$ cat config.mk
export PLATFORM = sky130hd
export DESIGN_NAME = irda_rx_demod
export DESIGN_NICKNAME = d
export VERILOG_FILES = /design/src/rtl/irda_pkg.sv /design/src/rtl/irda_pulse_filter.sv /design/src/rtl/irda_rx_demod.sv
export SDC_FILE = /design/constraint.sdc
export NUM_CORES = 1
export LEC_CHECK = 0
export ABC_AREA = 0
export CELL_PAD_IN_SITES_DETAIL_PLACEMENT = 0
export CELL_PAD_IN_SITES_GLOBAL_PLACEMENT = 1
export CORE_MARGIN = 4
export CORE_UTILIZATION = 44
export CTS_BUF_LIST = sky130_fd_sc_hd__clkbuf_16
export DETAILED_ROUTE_END_ITERATION = 6
export PLACE_DENSITY = 0.79
export REMOVE_ABC_BUFFERS = 1
export SYNTH_ARGS = -nofsm -noshare
export SYNTH_HDL_FRONTEND = slang
export SYNTH_HIERARCHICAL = 1
export SYNTH_SLANG_ARGS = --single-unit
$ cat constraint.sdc
create_clock -name clk -period 2.5 [get_ports clk]
set_input_delay 0.75 -clock clk [delete_from_list [all_inputs] [get_ports clk]]
set_output_delay 0.75 -clock clk [all_outputs]
set_load 0.05 [all_outputs]
$ cat src/rtl/irda_pkg.sv
// Shared constants and state encoding for the IrDA SIR receive path.
// Used by the demodulator front end and the receiver controller.
package irda_pkg;

   // Demodulator FSM states
   typedef enum logic {
      IDLE  = 1'b0,
      FRAME = 1'b1
   } state_e;

   // 50 MHz clock / 9600 baud
   localparam int unsigned DEF_CLKS_PER_BIT = 5208;
   // Glitch filter: consecutive synchronized-low cycles needed to accept a pulse
   localparam int unsigned DEF_MIN_PULSE    = 4;
   // Windows per frame: start, 8 data bits LSB-first, stop
   localparam int unsigned FRAME_BITS       = 10;

endpackage : irda_pkg

$ cat src/rtl/irda_pulse_filter.sv
// Synchronizer, glitch filter and falling-edge qualifier for the raw IR input.
// Ports:
//   clk        in   clock
//   rst        in   synchronous active-high reset
//   ir_n_i     in   raw asynchronous IR receiver output, active-low pulse
//   pulse_ok_o out  one-cycle strobe on the MIN_PULSE-th consecutive low
//                   cycle of the synchronized line, once per falling edge
module irda_pulse_filter
   import irda_pkg::*;
#(
   parameter int unsigned MIN_PULSE = DEF_MIN_PULSE
) (
   input  logic clk,
   input  logic rst,
   input  logic ir_n_i,
   output logic pulse_ok_o
);

   localparam int unsigned          CNT_W   = $clog2(MIN_PULSE + 1);
   localparam logic [CNT_W-1:0]     CNT_MAX = CNT_W'(MIN_PULSE);
   localparam logic [CNT_W-1:0]     CNT_HIT = CNT_W'(MIN_PULSE - 1);

   logic             sync1_q;
   logic             ir_s_q;
   logic [CNT_W-1:0] lo_cnt_q, lo_cnt_d;

   // Two-flop synchronizer plus low-run counter; line idles high out of reset
   always_ff @(posedge clk) begin
      if (rst) begin
         sync1_q  <= 1'b1;
         ir_s_q   <= 1'b1;
         lo_cnt_q <= '0;
      end else begin
         sync1_q  <= ir_n_i;
         ir_s_q   <= sync1_q;
         lo_cnt_q <= lo_cnt_d;
      end
   end

   // lo_cnt_q holds the number of low cycles before this one, saturating at
   // MIN_PULSE so a stuck-low line produces exactly one strobe.
   always_comb begin
      lo_cnt_d = lo_cnt_q;
      if (ir_s_q) begin
         lo_cnt_d = '0;
      end else if (lo_cnt_q != CNT_MAX) begin
         lo_cnt_d = lo_cnt_q + CNT_W'(1);
      end
   end

   assign pulse_ok_o = ~ir_s_q && (lo_cnt_q == CNT_HIT);

endmodule : irda_pulse_filter

$ cat src/rtl/irda_rx_demod.sv
// IrDA SIR receive demodulator: turns filtered IR pulses into NRZ bits with
// one strobe per bit window (pulse in window = 0, no pulse = 1).
// Ports:
//   clk        in   clock, all state on posedge
//   rst        in   synchronous active-high reset
//   ena        in   block enable; low returns the FSM to IDLE
//   ir_n       in   raw asynchronous IR receiver output, active-low pulse
//   start      out  one-cycle strobe: start-bit pulse accepted
//   baud_rxir  out  one-cycle strobe at the end of each bit window
//   rx_bit     out  decoded bit for the window just closed (held between ticks)
//   frame_err  out  strobe with the stop-window tick when that window saw a pulse
//   busy       out  high from the start strobe through the last tick
module irda_rx_demod
   import irda_pkg::*;
#(
   parameter int unsigned CLKS_PER_BIT = DEF_CLKS_PER_BIT,
   parameter int unsigned MIN_PULSE    = DEF_MIN_PULSE
) (
   input  logic clk,
   input  logic rst,
   input  logic ena,
   input  logic ir_n,
   output logic start,
   output logic baud_rxir,
   output logic rx_bit,
   output logic frame_err,
   output logic busy
);

   localparam int unsigned        BAUD_W    = $clog2(CLKS_PER_BIT);
   localparam int unsigned        BIT_W     = $clog2(FRAME_BITS);
   localparam logic [BAUD_W-1:0]  BAUD_LAST = BAUD_W'(CLKS_PER_BIT - 1);
   localparam logic [BAUD_W-1:0]  BAUD_LOAD = BAUD_W'(MIN_PULSE);
   localparam logic [BIT_W-1:0]   BIT_LAST  = BIT_W'(FRAME_BITS - 1);

   state_e            state_q,      state_d;
   logic [BAUD_W-1:0] baud_cnt_q,   baud_cnt_d;
   logic [BIT_W-1:0]  bit_cnt_q,    bit_cnt_d;
   logic              pulse_seen_q, pulse_seen_d;
   logic              rx_bit_q,     rx_bit_d;
   logic              pulse_ok;

   irda_pulse_filter #(
      .MIN_PULSE (MIN_PULSE)
   ) u_filter (
      .clk        (clk),
      .rst        (rst),
      .ir_n_i     (ir_n),
      .pulse_ok_o (pulse_ok)
   );

   // State register
   always_ff @(posedge clk) begin
      if (rst) begin
         state_q      <= IDLE;
         baud_cnt_q   <= '0;
         bit_cnt_q    <= '0;
         pulse_seen_q <= 1'b0;
         rx_bit_q     <= 1'b0;
      end else begin
         state_q      <= state_d;
         baud_cnt_q   <= baud_cnt_d;
         bit_cnt_q    <= bit_cnt_d;
         pulse_seen_q <= pulse_seen_d;
         rx_bit_q     <= rx_bit_d;
      end
   end

   // Next-state and strobes. Acceptance happens MIN_PULSE-1 cycles after the
   // line first went low, so baud_cnt is preloaded to put the window origin
   // on that first low cycle.
   always_comb begin
      state_d      = state_q;
      baud_cnt_d   = baud_cnt_q;
      bit_cnt_d    = bit_cnt_q;
      pulse_seen_d = pulse_seen_q;
      rx_bit_d     = rx_bit_q;
      start        = 1'b0;
      baud_rxir    = 1'b0;
      frame_err    = 1'b0;
      rx_bit       = rx_bit_q;
      busy         = (state_q == FRAME);

      if (!ena) begin
         state_d      = IDLE;
         baud_cnt_d   = '0;
         bit_cnt_d    = '0;
         pulse_seen_d = 1'b0;
      end else begin
         case (state_q)
            IDLE: begin
               if (pulse_ok) begin
                  start        = 1'b1;
                  busy         = 1'b1;
                  state_d      = FRAME;
                  baud_cnt_d   = BAUD_LOAD;
                  bit_cnt_d    = '0;
                  pulse_seen_d = 1'b1;
               end
            end
            FRAME: begin
               baud_cnt_d = baud_cnt_q + BAUD_W'(1);
               if (pulse_ok) begin
                  pulse_seen_d = 1'b1;
               end
               if (baud_cnt_q == BAUD_LAST) begin
                  // A pulse landing on the tick belongs to the next window
                  baud_rxir    = 1'b1;
                  rx_bit       = ~pulse_seen_q;
                  rx_bit_d     = ~pulse_seen_q;
                  baud_cnt_d   = '0;
                  pulse_seen_d = pulse_ok;
                  bit_cnt_d    = bit_cnt_q + BIT_W'(1);
                  if (bit_cnt_q == BIT_LAST) begin
                     frame_err    = pulse_seen_q;
                     state_d      = IDLE;
                     bit_cnt_d    = '0;
                     pulse_seen_d = 1'b0;
                  end
               end
            end
            default: state_d = IDLE;
         endcase
      end
   end

endmodule : irda_rx_demod

# Yosys cells after proc, flatten, opt, wreduce, memory -nomap -nowiden
# Index checks and enable logic that the tools add are counted.
# word_totals
ff_bits	25
inputBits	4
elab_cells	54
# classes
addsub	3
n_eq_ne	6
mux	29
bitwise	4
reduce_logical	4
# op_table
operator	count
13-bit two-way mux	2
13-bit one-hot mux with 2 select lines	1
1-bit two-way mux	20
13-bit by 1-bit adder with 13-bit output, second input constant	1
13-bit == test, second input constant	1
4-bit two-way mux	3
4-bit one-hot mux with 2 select lines	1
4-bit by 1-bit adder with 4-bit output, second input constant	1
4-bit == test, second input constant	1
1-bit inverter	4
1-bit one-hot mux with 2 select lines	2
2-bit OR reduction	2
3-bit by 1-bit adder with 3-bit output, second input constant	1
3-bit by 2-bit == test with 1-bit output, second input constant	1
3-bit inequality test, second input constant	1
2-bit by 1-bit inequality test with 1-bit output, second input constant	1
2-bit inequality test, second input constant	1
2-bit AND reduction	1
1-bit logical AND	1

# Depth between registers and ports, before layout
# logic_depth
depth_word	5
ltp_mapped	7

# Hierarchy
# The synthesis kept the hierarchy.
# modules_own_cells
module	n_inst	cells_per_inst	area_each_um2	seq_area_each_um2
irda_rx_demod	1	140	1163.6	400.4
irda_pulse_filter	1	23	234.0	100.1

# Worst setup path after synthesis
# No wires, ideal clock.
# synth_timing
path_type	register to output
startpoint	register baud_cnt_q[7]
endpoint	output port frame_err
arrival_ps	2191
setup_slack_ps	-441
stages_incl_launch_ff	6
n_path_buf	1
cell_sequence	dfxtp_1 buf_6 or4b_1 nor4_2 and2_1 and3_1
# synth_via
elab_chain_cells	4
# synth_rtl
element	line	source
start: declaration	irda_rx_demod.sv:37	logic [BAUD_W-1:0] baud_cnt_q, baud_cnt_d;
start signal: assignment	irda_rx_demod.sv:62	baud_cnt_q <= baud_cnt_d;
13-bit == test	irda_rx_demod.sv:106	if (baud_cnt_q == BAUD_LAST) begin
1-bit two-way mux	irda_rx_demod.sv:106	
1-bit two-way mux	irda_rx_demod.sv:90	case (state_q)
1-bit two-way mux	irda_rx_demod.sv:84	if (!ena) begin
end: declaration	irda_rx_demod.sv:26	output logic frame_err,
# No other way between the ends.

# Worst setup path after layout
# Same ends and word-level chain as after synthesis.

==> impl_metrics.csv <==
group,metric,value,unit
logic_synthesis,synth_compound_area_frac,0.190,
logic_synthesis,syn_avg_cell_area,8.57,µm²
global_routing,gr-total-overflow,0,
layout,nNetsFinal,197,
global_routing,grt_pass1_wl,5500,µm
die,die_w,64.4,µm
die,die_h,64.4,µm
setup_path,critPathKind,"reg2out",
global_routing,grt_max_degree,15,
power_and_ir_drop,ir_drop,0.000222,V
logic_synthesis,yosys.area_share.simple,0.331,
run_status,status,"complete, but fails checks",
layout,drive_gt1_frac,0.237,
layout,fin_area,1800,µm²
die,ioPinCount,9,
timing,post-route-min-period,2.55,ns
setup_path,cp.required,1.75,ns
global_routing,grt_pass1_vias,1228,
layout,num_antenna_cells,0,
timing,timing.final.ws_setup,-0.0546,ns
detailed_routing,drt_pass1_iterations,4,
timing,slew_headroom,0.722,
clocking,cts_tree,"yes",
logic_synthesis,seq_area_frac_synth,0.358,
layout,layout_commonest_cell,"dfxtp_1",
clocking,clockBufferDepth,2,
placed_design,dp_slack,-0.0623,ns
clocking,htree_levels,1,
timing,setup_tns,-0.0546,ns
layout,instances_no_fill,230,
die,rows,20,
setup_path,end_kind,"output pin",
logic_synthesis,syn_area,1400,µm²
logic_synthesis,synth_xor_area_frac,0.0125,
logic_synthesis,async_reset_ff_frac,0,
logic_synthesis,synth_edf_count,0,
setup_path,start_kind,"flop",
hold_path,hold_path.class,"reg2reg",
clocking,cts.sinks,25,
timing,hold_viol,0,
setup_path,crit-reg2reg-launch,"u_filter/lo_cnt_q[0]",
setup_path,worstRegToRegCells,8,
logic_synthesis,synth_seq_cells,25,
detailed_routing,drt-wirelength-per-cell,13.6,µm
detailed_routing,route.detailed.drc,0,
logic_synthesis,synth_ff_type,"dfxtp_1",
setup_path,rr_endpoint,"baud_cnt_q[5]",
clocking,path_clk_slew,0.06,ns
placed_design,port_buffers,8,
timing,worstMarginPinSlew,0.415,ns
detailed_routing,viasPerCell,5.50,
detailed_routing,dr_total_vias,1265,
placed_design,dp_hpwl,2370,µm
run_status,failed_checks,"setup timing",
power_and_ir_drop,p_leak,0.658,nW
logic_synthesis,yosys_warnings,6,
layout,final_cell_mix,"24 x dfxtp_1, 17 x buf_4, 12 x nand2_1",
timing,fmax,391,MHz
timing,setup_viol,1,
setup_path,path_max_fanout,2,
timing,rsz0062_at_grt,"yes",
setup_path,r2r_slack,0.56,ns
logic_synthesis,synthAdderAreaFrac,0.0537,
setup_path,crit_end,"frame_err",
logic_synthesis,synthCells,163,
power_and_ir_drop,power_density,439,nW/µm²
detailed_routing,drt_iter0_markers,70,
die,start_util,0.458,
global_routing,grt_usage,0.166,
layout,area_delta_synth_final,29.0,%
die,dieArea,4140,µm²
logic_synthesis,synth_top_family_by_area,"simple AND/OR/NAND/NOR gates",
timing,drv_slew,0,
detailed_routing,wirelength,3130,µm
detailed_routing,ant_nets,0,
placed_design,gp_congestion,0.806,
clocking,cts_root_buffer,"clkbuf_16",
placed_design,placed_area,1660,µm²
die,core-area,3050,µm²
clocking,numCtsBuffers,3,
setup_path,crit_start,"baud_cnt_q[7]",
clocking,worstSkewPairLatency,0.26,ns
job,cap_violations,0,
setup_path,crit_arrival,1.80,ns
logic_synthesis,synth_mux_area_frac,0,
global_routing,antenna_found_initial,0,
timing,fin_skew,0.00135,ns
logic_synthesis,synth.distinct_cells,48,
placed_design,place_inst,226,
timing,fin_crit_sh,1.02,
-- report_power, final --
group / total, mW / switching, mW / internal [mW]
clock network: 0.350 / 0.137 / 0.214
logic: 0.0335 / 0.0167 / 0.0168
registers: 0.408 / 0.00473 / 0.403
-- cells by family (layout without fill, tap and decap cells) --
logic type	Yosys count	after routing
DFF	25	25
buffers and inverters	16	39
adders and majority gates	6	6
xor gates and xnor gates	2	2
and+or+nand+nor	78	78
AOI/OAI and AO/OA	36	36
-- worst min-delay path by stage --
| stage | endpoint | slack [ns] | startpoint | cells past startpoint |
|---|---|---|---|---|
| floorplan | u_filter/ir_s_q | 0.39 | u_filter/sync1_q | 1 |
| global placement | u_filter/ir_s_q | 0.40 | u_filter/sync1_q | 1 |
| detailed placement | u_filter/ir_s_q | 0.40 | u_filter/sync1_q | 1 |
| CTS | u_filter/ir_s_q | 0.42 | u_filter/sync1_q | 1 |
| global route | u_filter/ir_s_q | 0.43 | u_filter/sync1_q | 1 |
| finish | u_filter/ir_s_q | 0.42 | u_filter/sync1_q | 1 |
-- routing by layer --
metal | vias to the layer above | wire length (µm) | GRT usage
li1 | 653 | - | -
met1 | 591 | 1480 | 0.202
met2 | 17 | 1500 | 0.290
met3 | 4 | 97 | 0.0316
met4 | 0 | 42 | 0.0554
met5 | - | 0 | 0
-- layout make-up --
| type | instances | area (µm²) |
|---|---|---|
| inverter | 9 | 33.8 |
| fill | 295 | 1250 |
| sequential | 25 | 502 |
| multi-input combinational | 122 | 871 |
| clock inverter | 1 | 3.75 |
| tap | 44 | 55.1 |
| timing repair buffer | 26 | 263 |
| clock buffer | 3 | 75.1 |
-- registers in the layout, summed over array words and instances (netlist names) --
| register | cells |
|---|---|
| bit_cnt_q | 4 |
| state_q | 1 |
| u_filter/ir_s_q | 1 |
| baud_cnt_q | 13 |
| u_filter/lo_cnt_q | 3 |
| rx_bit_q | 1 |
| pulse_seen_q | 1 |
| u_filter/sync1_q | 1 |
-- synthesized netlist by cell type (3+ instances only) --
cell      number  area, µm²
a21oi_1        8       40.0
nand4_1        4       25.0
o21a_1         4       30.0
nand2_1       13       48.8
nor3_1         5       25.0
nor2_1         9       33.8
and3_1         5       31.3
clkbuf_1       4       15.0
dfxtp_1       25        500
inv_1          9       33.8
nor3b_1        4       30.0
o21ai_0        4       20.0
and2_1         3       18.8
or3_1          4       25.0
ha_1           6       75.1
nand3_1       11       55.1
a21oi_2        3       26.3
-- critical path, cell delays in order (launching register included) --
cell and delay [ns]:
dfxtp_2 0.32, or4b_4 0.54, nor4_4 0.19, and2_4 0.19
and3_4 0.18, buf_12 0.13
-- through the flow --
stage | total power [mW] | hold slack, ns | util
4_1_cts | 0.798 | 0.419 | 0.578
2_1_floorplan | 0.431 | 0.389 | -
5_1_grt | 0.821 | 0.429 | 0.591
6_report | 0.792 | 0.417 | 0.591
3_5_place_dp | 0.449 | 0.400 | 0.545
3_3_place_gp | 0.448 | 0.397 | 0.545
-- repair_timing --
item | 4_1_cts | 5_1_grt
endpoints found under the hold margin | 0 | 0
endpoints found under the setup margin | 3 | 4
resized for setup | 6 | 9
hold buffers | 0 | 0
cloned | 0 | 0
setup buffers | 0 | 0
pin swaps | 3 | 5
Note: power is estimated with default switching activity, not from simulation.
